## config.mk

```make
export PLATFORM = sky130hd
export DESIGN_NAME = video_stream_tx
export DESIGN_NICKNAME = d
export VERILOG_FILES = /design/src/rtl/video_stream_tx_pkg.sv /design/src/rtl/vid_skid_fifo.sv /design/src/rtl/video_stream_tx.sv
export SDC_FILE = /design/constraint.sdc
export NUM_CORES = 1
export LEC_CHECK = 0
export ABC_CLOCK_PERIOD_IN_PS = 2600
export CAP_MARGIN = 20
export CORE_ASPECT_RATIO = 0.7
export CORE_MARGIN = 1
export CORE_UTILIZATION = 51
export CTS_BUF_LIST = sky130_fd_sc_hd__clkbuf_8
export CTS_CLUSTER_DIAMETER = 150
export CTS_CLUSTER_SIZE = 8
export DETAILED_ROUTE_END_ITERATION = 8
export PLACE_DENSITY_LB_ADDON = 0.1
export SLEW_MARGIN = 20
export SYNTH_ARGS = -nofsm -noshare
export SYNTH_HDL_FRONTEND = slang
export SYNTH_SLANG_ARGS = --single-unit
```

## constraint.sdc

```tcl
create_clock -name Cclk -period 2.6 [get_ports Cclk]
set_clock_uncertainty 0.15 [all_clocks]
set_input_delay 0.65 -clock Cclk [delete_from_list [all_inputs] [get_ports Cclk]]
set_output_delay 0.65 -clock Cclk [all_outputs]
set_load 0.02 [all_outputs]
```

## src/rtl/video_stream_tx_pkg.sv

```systemverilog
// video_stream_tx_pkg: shared types and defaults for the video stream
// transmitter and its skid FIFO.
package video_stream_tx_pkg;

    typedef enum logic [1:0] {
        IDLE,
        ACTIVE,
        GAP,
        DONE
    } state_t;

    localparam int DEF_H_ACTIVE = 640;
    localparam int DEF_V_ACTIVE = 480;
    localparam int DEF_LINE_GAP = 16;
    localparam int ADDR_W       = 19;
    localparam int PIX_W        = 24;
    localparam int BEAT_W       = PIX_W + 2;

endpackage

```

## src/rtl/vid_skid_fifo.sv

```systemverilog
// vid_skid_fifo: 2-entry FIFO holding {tuser, tlast, tdata} beats.
// Ports: clk, rst (sync, active-high), push/din, pop/dout, full, empty, count.
module vid_skid_fifo
    import video_stream_tx_pkg::*;
#(
    parameter int W = BEAT_W
) (
    input  logic         clk,
    input  logic         rst,
    input  logic         push,
    input  logic [W-1:0] din,
    input  logic         pop,
    output logic [W-1:0] dout,
    output logic         full,
    output logic         empty,
    output logic [1:0]   count
);

    logic [W-1:0] ent0;
    logic [W-1:0] ent1;
    logic         wr_sel;
    logic         rd_sel;
    logic         do_push;
    logic         do_pop;

    assign full    = (count == 2'd2);
    assign empty   = (count == 2'd0);
    assign do_pop  = pop && !empty;
    // a full FIFO may still take a beat when the head leaves this cycle
    assign do_push = push && (!full || do_pop);
    assign dout    = rd_sel ? ent1 : ent0;

    always_ff @(posedge clk) begin
        if (rst) begin
            ent0   <= '0;
            ent1   <= '0;
            wr_sel <= 1'b0;
            rd_sel <= 1'b0;
            count  <= 2'd0;
        end else begin
            if (do_push) begin
                if (wr_sel) begin
                    ent1 <= din;
                end else begin
                    ent0 <= din;
                end
                wr_sel <= !wr_sel;
            end
            if (do_pop) begin
                rd_sel <= !rd_sel;
            end
            unique case ({do_push, do_pop})
                2'b10:   count <= count + 2'd1;
                2'b01:   count <= count - 2'd1;
                default: count <= count;
            endcase
        end
    end

endmodule

```

## src/rtl/video_stream_tx.sv

```systemverilog
// video_stream_tx: reads a frame from pixel memory and streams it as
// AXI4-Stream video (tuser = SOF, tlast = EOL).
// Ports: Cclk, rst (sync, active-high); FrameStart, Continuous controls;
// Ren/Radd/Rdata memory read port (1-cycle latency); m_axis_video_*
// stream; Busy, FrameDone pulse, FraimSync toggle per accepted SOF.
module video_stream_tx
    import video_stream_tx_pkg::*;
#(
    parameter int H_ACTIVE = DEF_H_ACTIVE,
    parameter int V_ACTIVE = DEF_V_ACTIVE,
    parameter int LINE_GAP = DEF_LINE_GAP
) (
    input  logic              Cclk,
    input  logic              rst,
    input  logic              FrameStart,
    input  logic              Continuous,
    output logic              Ren,
    output logic [ADDR_W-1:0] Radd,
    input  logic [PIX_W-1:0]  Rdata,
    output logic [PIX_W-1:0]  m_axis_video_tdata,
    output logic              m_axis_video_tvalid,
    input  logic              m_axis_video_tready,
    output logic              m_axis_video_tuser,
    output logic              m_axis_video_tlast,
    output logic              Busy,
    output logic              FrameDone,
    output logic              FraimSync
);

    localparam logic [11:0] PIX_LAST  = 12'(H_ACTIVE - 1);
    localparam logic [11:0] LINE_LAST = 12'(V_ACTIVE - 1);
    localparam bit          HAS_GAP   = (LINE_GAP > 0);
    // The first beat of the next line shows up two cycles after its read,
    // so the GAP state releases two cycles early to make the idle stretch
    // on the stream equal LINE_GAP (minimum two cycles).
    localparam bit          SHORT_GAP = (LINE_GAP <= 2);
    localparam logic [15:0] GAP_LOAD  = SHORT_GAP ? 16'd0 : 16'(LINE_GAP - 3);

    state_t              state;
    state_t              state_nxt;
    logic [ADDR_W-1:0]   radd;
    logic [11:0]         pix;
    logic [11:0]         line;
    logic                rd_pend;
    logic                rd_user;
    logic                rd_last;
    logic                gap_armed;
    logic [15:0]         gap_cnt;
    logic                frame_done;
    logic                fraim_sync;

    logic                ren;
    logic                pop;
    logic                restart;
    logic                gap_load;
    logic                done_evt;
    logic                line_end;
    logic                frame_end;
    logic                last_pop;
    logic [2:0]          occ;
    logic [1:0]          fifo_count;
    logic                fifo_full;
    logic                fifo_empty;
    logic [BEAT_W-1:0]   fifo_dout;

    vid_skid_fifo #(
        .W(BEAT_W)
    ) u_fifo (
        .clk   (Cclk),
        .rst   (rst),
        .push  (rd_pend),
        .din   ({rd_user, rd_last, Rdata}),
        .pop   (pop),
        .dout  (fifo_dout),
        .full  (fifo_full),
        .empty (fifo_empty),
        .count (fifo_count)
    );

    assign m_axis_video_tvalid = !fifo_empty;
    assign m_axis_video_tuser  = fifo_dout[PIX_W+1];
    assign m_axis_video_tlast  = fifo_dout[PIX_W];
    assign m_axis_video_tdata  = fifo_dout[PIX_W-1:0];

    assign pop       = m_axis_video_tvalid && m_axis_video_tready;
    assign line_end  = (pix == PIX_LAST);
    assign frame_end = line_end && (line == LINE_LAST);
    // in DONE no reads are issued, so the last buffered beat is the frame end
    assign last_pop  = pop && (fifo_count == 2'd1) && !rd_pend;

    // The read in flight always holds a slot; the beat leaving this
    // cycle frees one, which keeps a full line at one beat per cycle.
    assign occ = {1'b0, fifo_count} + {2'b00, rd_pend};
    assign ren = (state == ACTIVE)
               && (occ < (pop ? 3'd3 : 3'd2))
               && (!fifo_full || pop);

    assign Ren       = ren;
    assign Radd      = radd;
    assign Busy      = (state != IDLE);
    assign FrameDone = frame_done;
    assign FraimSync = fraim_sync;

    always_comb begin
        state_nxt = state;
        restart   = 1'b0;
        gap_load  = 1'b0;
        done_evt  = 1'b0;
        unique case (state)
            IDLE: begin
                if (FrameStart) begin
                    state_nxt = ACTIVE;
                    restart   = 1'b1;
                end
            end
            ACTIVE: begin
                if (ren && frame_end) begin
                    state_nxt = DONE;
                end else if (ren && line_end && HAS_GAP) begin
                    state_nxt = GAP;
                end
            end
            GAP: begin
                if (!gap_armed) begin
                    if (pop && m_axis_video_tlast) begin
                        if (SHORT_GAP) begin
                            state_nxt = ACTIVE;
                        end else begin
                            gap_load = 1'b1;
                        end
                    end
                end else if (gap_cnt == 16'd0) begin
                    state_nxt = ACTIVE;
                end
            end
            DONE: begin
                if (last_pop) begin
                    done_evt = 1'b1;
                    if (Continuous) begin
                        state_nxt = ACTIVE;
                        restart   = 1'b1;
                    end else begin
                        state_nxt = IDLE;
                    end
                end
            end
        endcase
    end

    always_ff @(posedge Cclk) begin
        if (rst) begin
            state      <= IDLE;
            rd_pend    <= 1'b0;
            rd_user    <= 1'b0;
            rd_last    <= 1'b0;
            frame_done <= 1'b0;
            fraim_sync <= 1'b0;
        end else begin
            state      <= state_nxt;
            rd_pend    <= ren;
            rd_user    <= (pix == 12'd0) && (line == 12'd0);
            rd_last    <= line_end;
            frame_done <= done_evt;
            if (pop && m_axis_video_tuser) begin
                fraim_sync <= !fraim_sync;
            end
        end
    end

    always_ff @(posedge Cclk) begin
        if (rst) begin
            radd <= '0;
            pix  <= 12'd0;
            line <= 12'd0;
        end else if (restart) begin
            radd <= '0;
            pix  <= 12'd0;
            line <= 12'd0;
        end else if (ren) begin
            radd <= radd + 1'b1;
            if (line_end) begin
                pix  <= 12'd0;
                line <= frame_end ? 12'd0 : line + 12'd1;
            end else begin
                pix <= pix + 12'd1;
            end
        end
    end

    always_ff @(posedge Cclk) begin
        if (rst) begin
            gap_armed <= 1'b0;
            gap_cnt   <= 16'd0;
        end else if (gap_load) begin
            gap_armed <= 1'b1;
            gap_cnt   <= GAP_LOAD;
        end else if (gap_armed) begin
            if (gap_cnt == 16'd0) begin
                gap_armed <= 1'b0;
            end else begin
                gap_cnt <= gap_cnt - 16'd1;
            end
        end
    end

endmodule

```

==> flow_summary.toml <==
[run_status]
status = "finished with violations"
violations = "negative setup slack"

[flow_run]
cap_violations = 0

[critical_path]
crit_arrival_ns = 1.94
startpoint_type = "flop"
rrSetupSlack_ns = -0.05
cp-end-kind = "output port"
critPathMaxStageDelay_ns = 0.38
critPathKind = "flop to output port"
path_cells = "ha_4 -> or3b_1 -> a221o_1 -> clkinv_2 -> buf_6"
crit_required_ns = 1.80
crit_fanout = 4
cp_slowest_cell = "dfxtp_4"

[global_routing]
track_usage = 0.258
antenna_found_initial = 0
grt-ovfl-total = 0
grt_pass1_wl_um = 23400
grt_pass1_vias = 4894
grt_max_degree = 49

[power_and_ir_drop]
total_power_mw = 5.44
leakagePower_nw = 2.94
swShare = 0.341
pwr-share-clk = 0.278
p_sw_mw = 1.86
ir_drop_uv = 388
intPower_mw = 3.59
pwr_density_cell_mw_per_mm2 = 724
pwr-share-seq = 0.388
comb_power_share = 0.334

[clock_tree]
ctsRootBufferMaster = "clkbuf_8"
cts_max_level = 4
clock_sinks = 123
cts_made_buffers = 17
path_clk_slew_ns = 0.07
clock_latency_ns = 0.43
clk_path_buf_depth = 2
cts_hold_buf = 0
cts_tree = "built"

[place]
io_buffer_count = 78
place_ws_ns = -0.774
gp_congestion = 0.816
dpl.hpwl_um = 9060

[finish]
final.fill_count = 837
n_antenna_cell = 0
area_delta_synth_final_pct = 34.0
drive_gt1_frac = 0.176
layout_commonest_cell = "dfxtp_1"
fin_nets = 803
final_cell_mix = "dfxtp_1 (121), nor2_1 (85), nand2_1 (83)"

[yosys]
async_reset_ff_frac = 0
syn_avg_cell_area_um2 = 8.67
syn-num-nets = 693
netlist_area_mm2 = 0.00561
ys_seq_area_frac = 0.439
ys_types = 47
synth_seq_cells = 123
synth_edf_count = 0
postSynthCellCount = 647
ys.flop_type = "dfxtp_1"
yosys_warnings = 0

[floorplan]
die_w_um = 127
core-area_mm2 = 0.0105
die_y_um = 89.8
num_io_pins = 79
initial_core_util = 0.534
dieArea_mm2 = 0.0114
row_count = 31

[drt]
drc = 0
wl_per_cell_um = 15.7
drtIter0Drc = 261
dr.pass1.iters = 5
drt-total-wl_um = 14400
routed-via-count = 5024
viasPerCell = 5.48
ant_nets = 0

[worst_hold_path]
min_path_type = "flop to flop"

[sta]
fmax_mhz = 365
slew_viol_final = 0
finalSetupTns_ns = -0.209
min_period_over_period = 1.05
timing.hold.ws_ns = 0.307
finalSetupViolCount = 3
fin_ws_ns = -0.139
grt_setup_unrepaired = "true"
maxSlewHeadroom = 0.562
hold_viol = 0
fin_crit_ns = 2.74
worst_pin_slew_ns = 0.654
Yosys cell counts (12+ instances only):
master    instances  area [um^2]
nor2_1           86          323
nor3_1           17         85.1
nand2_1          84          315
dfxtp_1         123         2460
xnor2_1          38          333
nand3_1          16         80.1
mux2i_1          26          260
clkbuf_1         21         78.8
mux2_2           26          293
a21oi_1          45          225
inv_1            27          101
ha_1             17          213
nor4_1           20          125
xor2_1           12          105
per-layer routing:
metal	vias to the layer above	share of wire	wire, um	track usage
li1	2435	-	-	-
met1	2447	0.46	6590	0.333
met2	129	0.47	6800	0.417
met3	13	0.063	903	0.0768
met4	0	0.0067	96	0.0744
met5	-	0	0	0
cell families after synthesis:
kind of cell               synth area share
DFF                                   0.439
buffers and inverters                0.0393
muxes                                0.0986
xor gates and xnor gates             0.0781
and+or+nand+nor                       0.221
AOI/OAI and AO/OA                    0.0859
adders and majority gates            0.0379
worst max-delay path, delay by kind of cell, from the launching register on:
kind	cells	cell delay, ns
adders and majority gates	1	0.19
DFF	1	0.38
buffers and inverters	2	0.20
AOI/OAI and AO/OA	1	0.38
and+or+nand+nor	1	0.36
layout make-up:
type,count,area [um^2],area share
timing repair buffer,120,1170,0.155
sequential,123,2470,0.328
multi-input combinational,467,3250,0.432
tap,148,185,0.0246
clock buffer,17,234,0.0311
clock inverter,14,109,0.0145
inverter,28,106,0.0141
worst paths after layout:
| kind | startpoint | to | cells past startpoint |
|---|---|---|---|
| hold / removal | rd_last | u_fifo.ent1[24] | 2 |
| setup reg to reg | u_fifo.count[0] | Radd[18] | 7 |
| setup / recovery | u_fifo.count[0] | Ren | 5 |
| hold reg to reg | rd_last | u_fifo.ent1[24] | 2 |
state kept, by name (all words and copies together) (netlist names), 2 cells and up:
| name | cells |
|---|---|
| Radd | 19 |
| gap_cnt | 16 |
| line | 12 |
| pix | 12 |
| state | 2 |
| u_fifo.count | 2 |
| u_fifo.ent0 | 26 |
| u_fifo.ent1 | 26 |
timing repair:
action | 4_1_cts | 5_1_grt
endpoints found under the hold margin | 0 | 0
pin swaps | 9 | 23
setup endpoints to repair | 59 | 29
setup buffers | 3 | 2
resized for setup | 71 | 31
gates cloned | 2 | 1
power by group through the flow:
stage          Combinational, mW  Clock (mW)  Sequential (mW)
2_1_floorplan              0.913           0             2.14
3_3_place_gp                1.52           0             2.13
3_5_place_dp                1.56           0             2.14
4_1_cts                     1.65        1.53             2.11
5_1_grt                     1.96        1.64             2.13
6_report                    1.82        1.51             2.11
through the flow:
step | std cells | utilization | instance area (um^2)
after floorplan | 647 | - | 5610
after global placement | 879 | 0.645 | 6780
after detailed placement | 879 | 0.645 | 6780
after CTS | 915 | 0.691 | 7270
after global routing | 917 | 0.715 | 7520
final | 917 | 0.715 | 7520
(Power assumes the default switching activity.)
==> variant 1 (config.mk and constraints unchanged) <==
Change the package constant `PIX_W` from 24 to 32.
--- a/src/rtl/video_stream_tx_pkg.sv
+++ b/src/rtl/video_stream_tx_pkg.sv
@@ -13,7 +13,7 @@
     localparam int DEF_V_ACTIVE = 480;
     localparam int DEF_LINE_GAP = 16;
     localparam int ADDR_W       = 19;
-    localparam int PIX_W        = 24;
+    localparam int PIX_W        = 32;
     localparam int BEAT_W       = PIX_W + 2;
 
 endpackage
Ports: changed (resized Rdata and m_axis_video_tdata); port bits go from 79 to 95. No check against the original RTL was run, so the function may have changed too.
==> variant 1 against the unedited design <==
The flow still finishes with violations (negative setup slack); cell area is 10% higher; routed wire length up 4.8%; via count is 7.4% higher; power is 16% higher; area after synthesis increased by 12%; sequential share of layout area is 0.86 points higher; sequential cell count increased by 16; setup slack lost 55 ps; highest routed layer unchanged.
==> variant 1: results (changes against the unedited design) <==
Final layout
  • Post-Layout Cell Count: 996 (was 917)
  • Fill count: 903 (was 837)
  • Fin nets: 880 (was 803)
  • Layout cell share with drive strength beyond 1: 18.5% (was 17.6%)
  • Area occupied by multi-input gates: 0.00348 mm2 (was 0.00325 mm2)

Routing
  • Starting DRT DRC Count: 269 (was 261)
  • Routed met3 length: 660 um (was 903 um)
  • Metal-1 WL: 7.04 mm (was 6.59 mm)
  • DR WL met2: 7.10 mm (was 6.80 mm)
  • Routed len/inst: 15.2 um (was 15.7 um)
  • Via-to-Cell Ratio: 5.42 (was 5.48)

Synthesis
  • Avg Synthesized Cell Area: 8.82 um2 (was 8.67 um2)
  • Sequential share of the synthesized area: 44.5% (was 43.9%)
  • Synth unique cells: 51 (was 47)
  • Most frequent cells after synthesis: dfxtp_1 (139), nand2_1 (95), nor2_1 (94) (was dfxtp_1 (123), nor2_1 (86), nand2_1 (84))
  • Syn nets: 764 (was 693)
  • Ys async rst share: 0% (unchanged)
  • Synth warn: 0 (unchanged)
  • Synth top area cells: dfxtp_1 (44%), mux2_2 (6.1%), nand2_1 (5.7%), nor2_1 (5.6%), mux2i_1 (5.4%) (was dfxtp_1 (44%), xnor2_1 (5.9%), nor2_1 (5.8%), nand2_1 (5.6%), mux2_2 (5.2%))

Critical path
  • Reg2Reg Setup Slack: -180 ps (was -50 ps)
  • Critical path peak fanout: 2 (was 4)
  • Slowest stage cell on the critical path: a221o_1 (was dfxtp_4)
  • Reg-to-Reg End: Radd[16] (was Radd[18])
  • CP delay by family, top: compound AO/OA/AOI/OAI gates (was flip-flops)
  • Worst r2r src: rd_pend (was u_fifo.count[0])
  • Data arrival, critical path: 1990 ps (was 1940 ps)
  • Worst Reg-to-Reg Cells: 8 (was 7)

Place
  • Dpl hpwl: 9.92 mm (was 9.06 mm)
  • Place WS: -806 ps (was -774 ps)
  • Placer Congestion: 0.851 (was 0.816)
  • Cell Area, Placed: 0.00758 mm2 (was 0.00678 mm2)
  • Placed cells: 960 (was 879)
  • PortBufs: 94 (was 78)

Power and ir drop
  • Clock Power Share: 33.4% (was 27.8%)
  • Internal power: 4.41 mW (was 3.59 mW)
  • Power Total: 6.32 mW (was 5.44 mW)
  • Maximum vdd drop: 0.453 mV (was 0.388 mV)
  • Pleak: 3.20 nW (was 2.94 nW)

Outcome
  • Status: finished, violations left (unchanged)
  • Violations in the final reports: negative setup slack (unchanged)

Timing
  • Slew margin rel.: 65.4% (was 56.2%)
  • Setup ws final: -194 ps (was -139 ps)
  • Setup TNS: -633 ps (was -209 ps)
  • Final setup violation count: 5 (was 3)
  • WHS: 303 ps (was 307 ps)

Worst hold path
  • Worst hold endpoint: u_fifo.ent1[7] (was u_fifo.ent1[24])
  • Hold path start: u_fifo.ent1[7] (was rd_last)

GRT
  • Overall routing resource usage: 23.9% (was 25.8%)
  • Largest net degree at the start of global routing: 77 (was 49)
  • First-pass GRT wire length: 24.0 mm (was 23.4 mm)
  • Vias in the first global route: 5164 (was 4894)
## variant 1: cell types whose count changed in the layout (fill, tap and decap cells not counted), sizes merged, moves of 6 or more
cell / before / now
nor2: 86 / 94
dlygate4sd2: 29 / 22
xor2: 12 / 18
mux2i: 26 / 34
clkdlybuf4s50: 47 / 55
nand2: 84 / 95
clkbuf: 18 / 33
dfxtp: 123 / 139
mux2: 26 / 34
## variant 1: kinds of logic after synthesis
| family | after synthesis | share of synthesized area, % |
|---|---|---|
| multiplexers | 68 | 11.6 |
| XOR/XNOR | 52 | 7.28 |
| AND/OR/NAND/NOR | 290 | 21.6 |
| flip-flops | 139 | 44.5 |
| adder cells (fa/ha/maj) | 17 | 3.40 |
| AO/OA/AOI/OAI | 82 | 7.72 |
| buffers and inverters | 62 | 4.00 |
## variant 1: cell type report
| cell class | count | area share [%] |
|---|---|---|
| clock buffer | 19 | 3.15 |
| clock inverter | 13 | 2.69 |
| inverter | 26 | 1.18 |
| multi-input combinational | 510 | 42.0 |
| sequential | 139 | 33.7 |
| tap | 157 | 2.37 |
| timing repair buffer | 132 | 14.9 |
## variant 1: layer usage
| layer | global-route usage (%) | vias to the layer above |
|---|---|---|
| met4 | 9.64 | 0 |
| met1 | 29.9 | 2567 |
| met3 | 6.49 | 30 |
| met2 | 39.5 | 135 |
| met5 | 0 | - |
| li1 | - | 2666 |
## variant 1: worst min-delay path: cells and delay by family, from the launching register on
kind | cells | cell delay [ps]
flops | 1 | 310
compound gates | 1 | 50
simple gates | 1 | 50
## variant 1: what timing repair did
action	CTS	global route
endpoints found under the hold margin	0	0
gates cloned	2	0
pin swaps	7	8
hold buffers	0	0
buffers inserted	3	1
gates resized for setup	79	39
setup endpoints to repair	52	50
==> variant 2 (same flow settings) <==
Without the edit above. Make the reset (`rst`) asynchronous in 4 clocked blocks.
--- a/src/rtl/vid_skid_fifo.sv
+++ b/src/rtl/vid_skid_fifo.sv
@@ -30,7 +30,7 @@
     assign do_push = push && (!full || do_pop);
     assign dout    = rd_sel ? ent1 : ent0;
 
-    always_ff @(posedge clk) begin
+    always_ff @(posedge clk or posedge rst) begin
         if (rst) begin
             ent0   <= '0;
             ent1   <= '0;
--- a/src/rtl/video_stream_tx.sv
+++ b/src/rtl/video_stream_tx.sv
@@ -147,7 +147,7 @@
         endcase
     end
 
-    always_ff @(posedge Cclk) begin
+    always_ff @(posedge Cclk or posedge rst) begin
         if (rst) begin
             state      <= IDLE;
             rd_pend    <= 1'b0;
@@ -167,7 +167,7 @@
         end
     end
 
-    always_ff @(posedge Cclk) begin
+    always_ff @(posedge Cclk or posedge rst) begin
         if (rst) begin
             radd <= '0;
             pix  <= 12'd0;
@@ -187,7 +187,7 @@
         end
     end
 
-    always_ff @(posedge Cclk) begin
+    always_ff @(posedge Cclk or posedge rst) begin
         if (rst) begin
             gap_armed <= 1'b0;
             gap_cnt   <= 16'd0;
Behaviour: differs if rst is asserted again (counterexample within 4 cycles, from zero or initial values and one cycle with rst high); with rst held inactive, the same outputs for 10 cycles.
==> variant 2 against the unedited design <==
The flow still finishes with violations (negative setup slack); setup slack got worse by 130 ps; routed wire length fell by 5.3%; utilization fell by 4.0 points; final cell count fell by 8.6%; sequential cell count did not move; cell area rose by 5.7%; global-route usage fell by 3.5 points; area after synthesis rose by 10%; critical path depth did not move; critical path type is now input pin to output pin; largest cell class is now registers.
Power is not compared: it rests on default switching activity, and its combinational part moved more than twofold at a synthesized area within 25%.
==> variant 2: results (changes against the unedited design) <==
GRT
  • Largest net degree at the start of global routing: 56 (was 49)
  • First-pass GRT wire length: 21.6 mm (was 23.4 mm)
  • M1 GR Usage: 31.1% (was 33.3%)
  • Vias in the first global route: 4326 (was 4894)

Synthesis
  • Ys async rst share: 100% (was 0%)
  • Sequential share of the synthesized area: 49.7% (was 43.9%)
  • Primary FF master, synth: dfrtp_1 (was dfxtp_1)
  • Synth unique cells: 60 (was 47)
  • Complex-gate fraction of the synthesized area: 6.02% (was 8.59%)
  • Post-synthesis xor/xnor area fraction: 5.94% (was 7.81%)
  • Most frequent cells after synthesis: dfrtp_1 (123), mux2_2 (79), nor2_1 (52) (was dfxtp_1 (123), nor2_1 (86), nand2_1 (84))
  • Synth top area cells: dfrtp_1 (50%), mux2_2 (14%), xor2_1 (4.0%), ha_1 (3.2%), nor2_1 (3.2%) (was dfxtp_1 (44%), xnor2_1 (5.9%), nor2_1 (5.8%), nand2_1 (5.6%), mux2_2 (5.2%))
  • Syn nets: 594 (was 693)

Critical path
  • CP peak stage delay: 470 ps (was 380 ps)
  • Critical path peak fanout: 3 (was 4)
  • Reg2Reg Setup Slack: -150 ps (was -50 ps)
  • Worst Reg-to-Reg Cells: 10 (was 7)
  • Slowest stage cell on the critical path: clkdlybuf4s50_1 (was dfxtp_4)
  • Data arrival, critical path: 2070 ps (was 1940 ps)
  • Reg-to-Reg End: line[5] (was Radd[18])

Worst hold path
  • Hold path start: FraimSync (was rd_last)
  • Worst hold endpoint: FraimSync (was u_fifo.ent1[24])
  • WHS Path Cells: 1 (was 2)

Final layout
  • Final Core Density: 67.6% (was 71.5%)
  • Fin nets: 713 (was 803)

Routing
  • Total wire length: 13.6 mm (was 14.4 mm)
  • Starting DRT DRC Count: 316 (was 261)
  • Via Count: 4627 (was 5024)

Place
  • Place WS: -744 ps (was -774 ps)
  • Placer Congestion: 0.895 (was 0.816)
  • Dpl hpwl: 9.12 mm (was 9.06 mm)
  • Cell Area, Placed: 0.00737 mm2 (was 0.00678 mm2)

Outcome
  • Status: finished, violations left (unchanged)
  • Violations in the final reports: negative setup slack (unchanged)

Timing
  • Final setup violation count: 11 (was 3)
  • WHS: 320 ps (was 307 ps)
  • Setup ws final: -272 ps (was -139 ps)
==> variant 2: cell families after synthesis <==
family,Yosys count
xor gates and xnor gates,42
buffers and inverters,41
muxes,80
DFF,123
and+or+nand+nor,190
AOI/OAI and AO/OA,57
adders and majority gates,16
==> variant 2: area by class of cell <==
cell class | count | area, um2 | area share (%)
Inverter | 19 | 80.1 | 1.01
Tap cell | 157 | 196 | 2.47
Clock inverter | 15 | 136 | 1.72
Sequential cell | 123 | 3080 | 38.7
Clock buffer | 17 | 234 | 2.94
Multi-Input combinational cell | 385 | 3000 | 37.7
Timing Repair Buffer | 122 | 1230 | 15.5
==> variant 2: worst register-to-register path: cells and delay by family, from the launching register on <==
family / cells / cell delay [ps]
AO/OA/AOI/OAI: 2 / 510
adder cells (fa/ha/maj): 1 / 300
buffers and inverters: 4 / 410
flip-flops: 1 / 380
AND/OR/NAND/NOR: 3 / 930
==> variant 2: what timing repair did <==
| action | in CTS | in global routing |
|---|---|---|
| setup buffers | 1 | 7 |
| resized for setup | 33 | 36 |
| pin swaps | 1 | 24 |
| gates cloned | 0 | 2 |
| endpoints found under the setup margin | 43 | 37 |
==> variant 2: through the flow <==
stage                     TNS [ps]  std cells
after floorplan                  0        549
after global placement      -18160        796
after detailed placement    -19290        796
after CTS                    -2820        829
after global routing         -2300        838
final                        -1080        838
==> variant 2: power breakdown <==
group	total [mW]	internal [mW]	switching [mW]
clock	1.59	0.829	0.765
combinational	4.31	2.27	2.04
sequential	2.86	2.48	0.384
total	8.77	5.58	3.19
==> variant 2: per-layer routing <==
layer  wire [um]  vias to the layer above  share of wire, %
met3         604                       22               4.4
met2        6260                      113                46
met5           0                        -                 0
li1            -                     2194                 -
met4         224                        0               1.6
met1        6560                     2298                48
==> variant 2: how the worst max path moves through the flow <==
| stage | from | end | slack [ps] |
|---|---|---|---|
| after CTS | u_fifo.count[0] | Ren | -340 |
| after global routing | u_fifo.count[0] | Ren | -320 |
| after detailed placement | m_axis_video_tready | Ren | -740 |
| final | m_axis_video_tready | Ren | -270 |
| after floorplan | u_fifo.count[0] | Ren | 6 |
| after global placement | m_axis_video_tready | Ren | -760 |
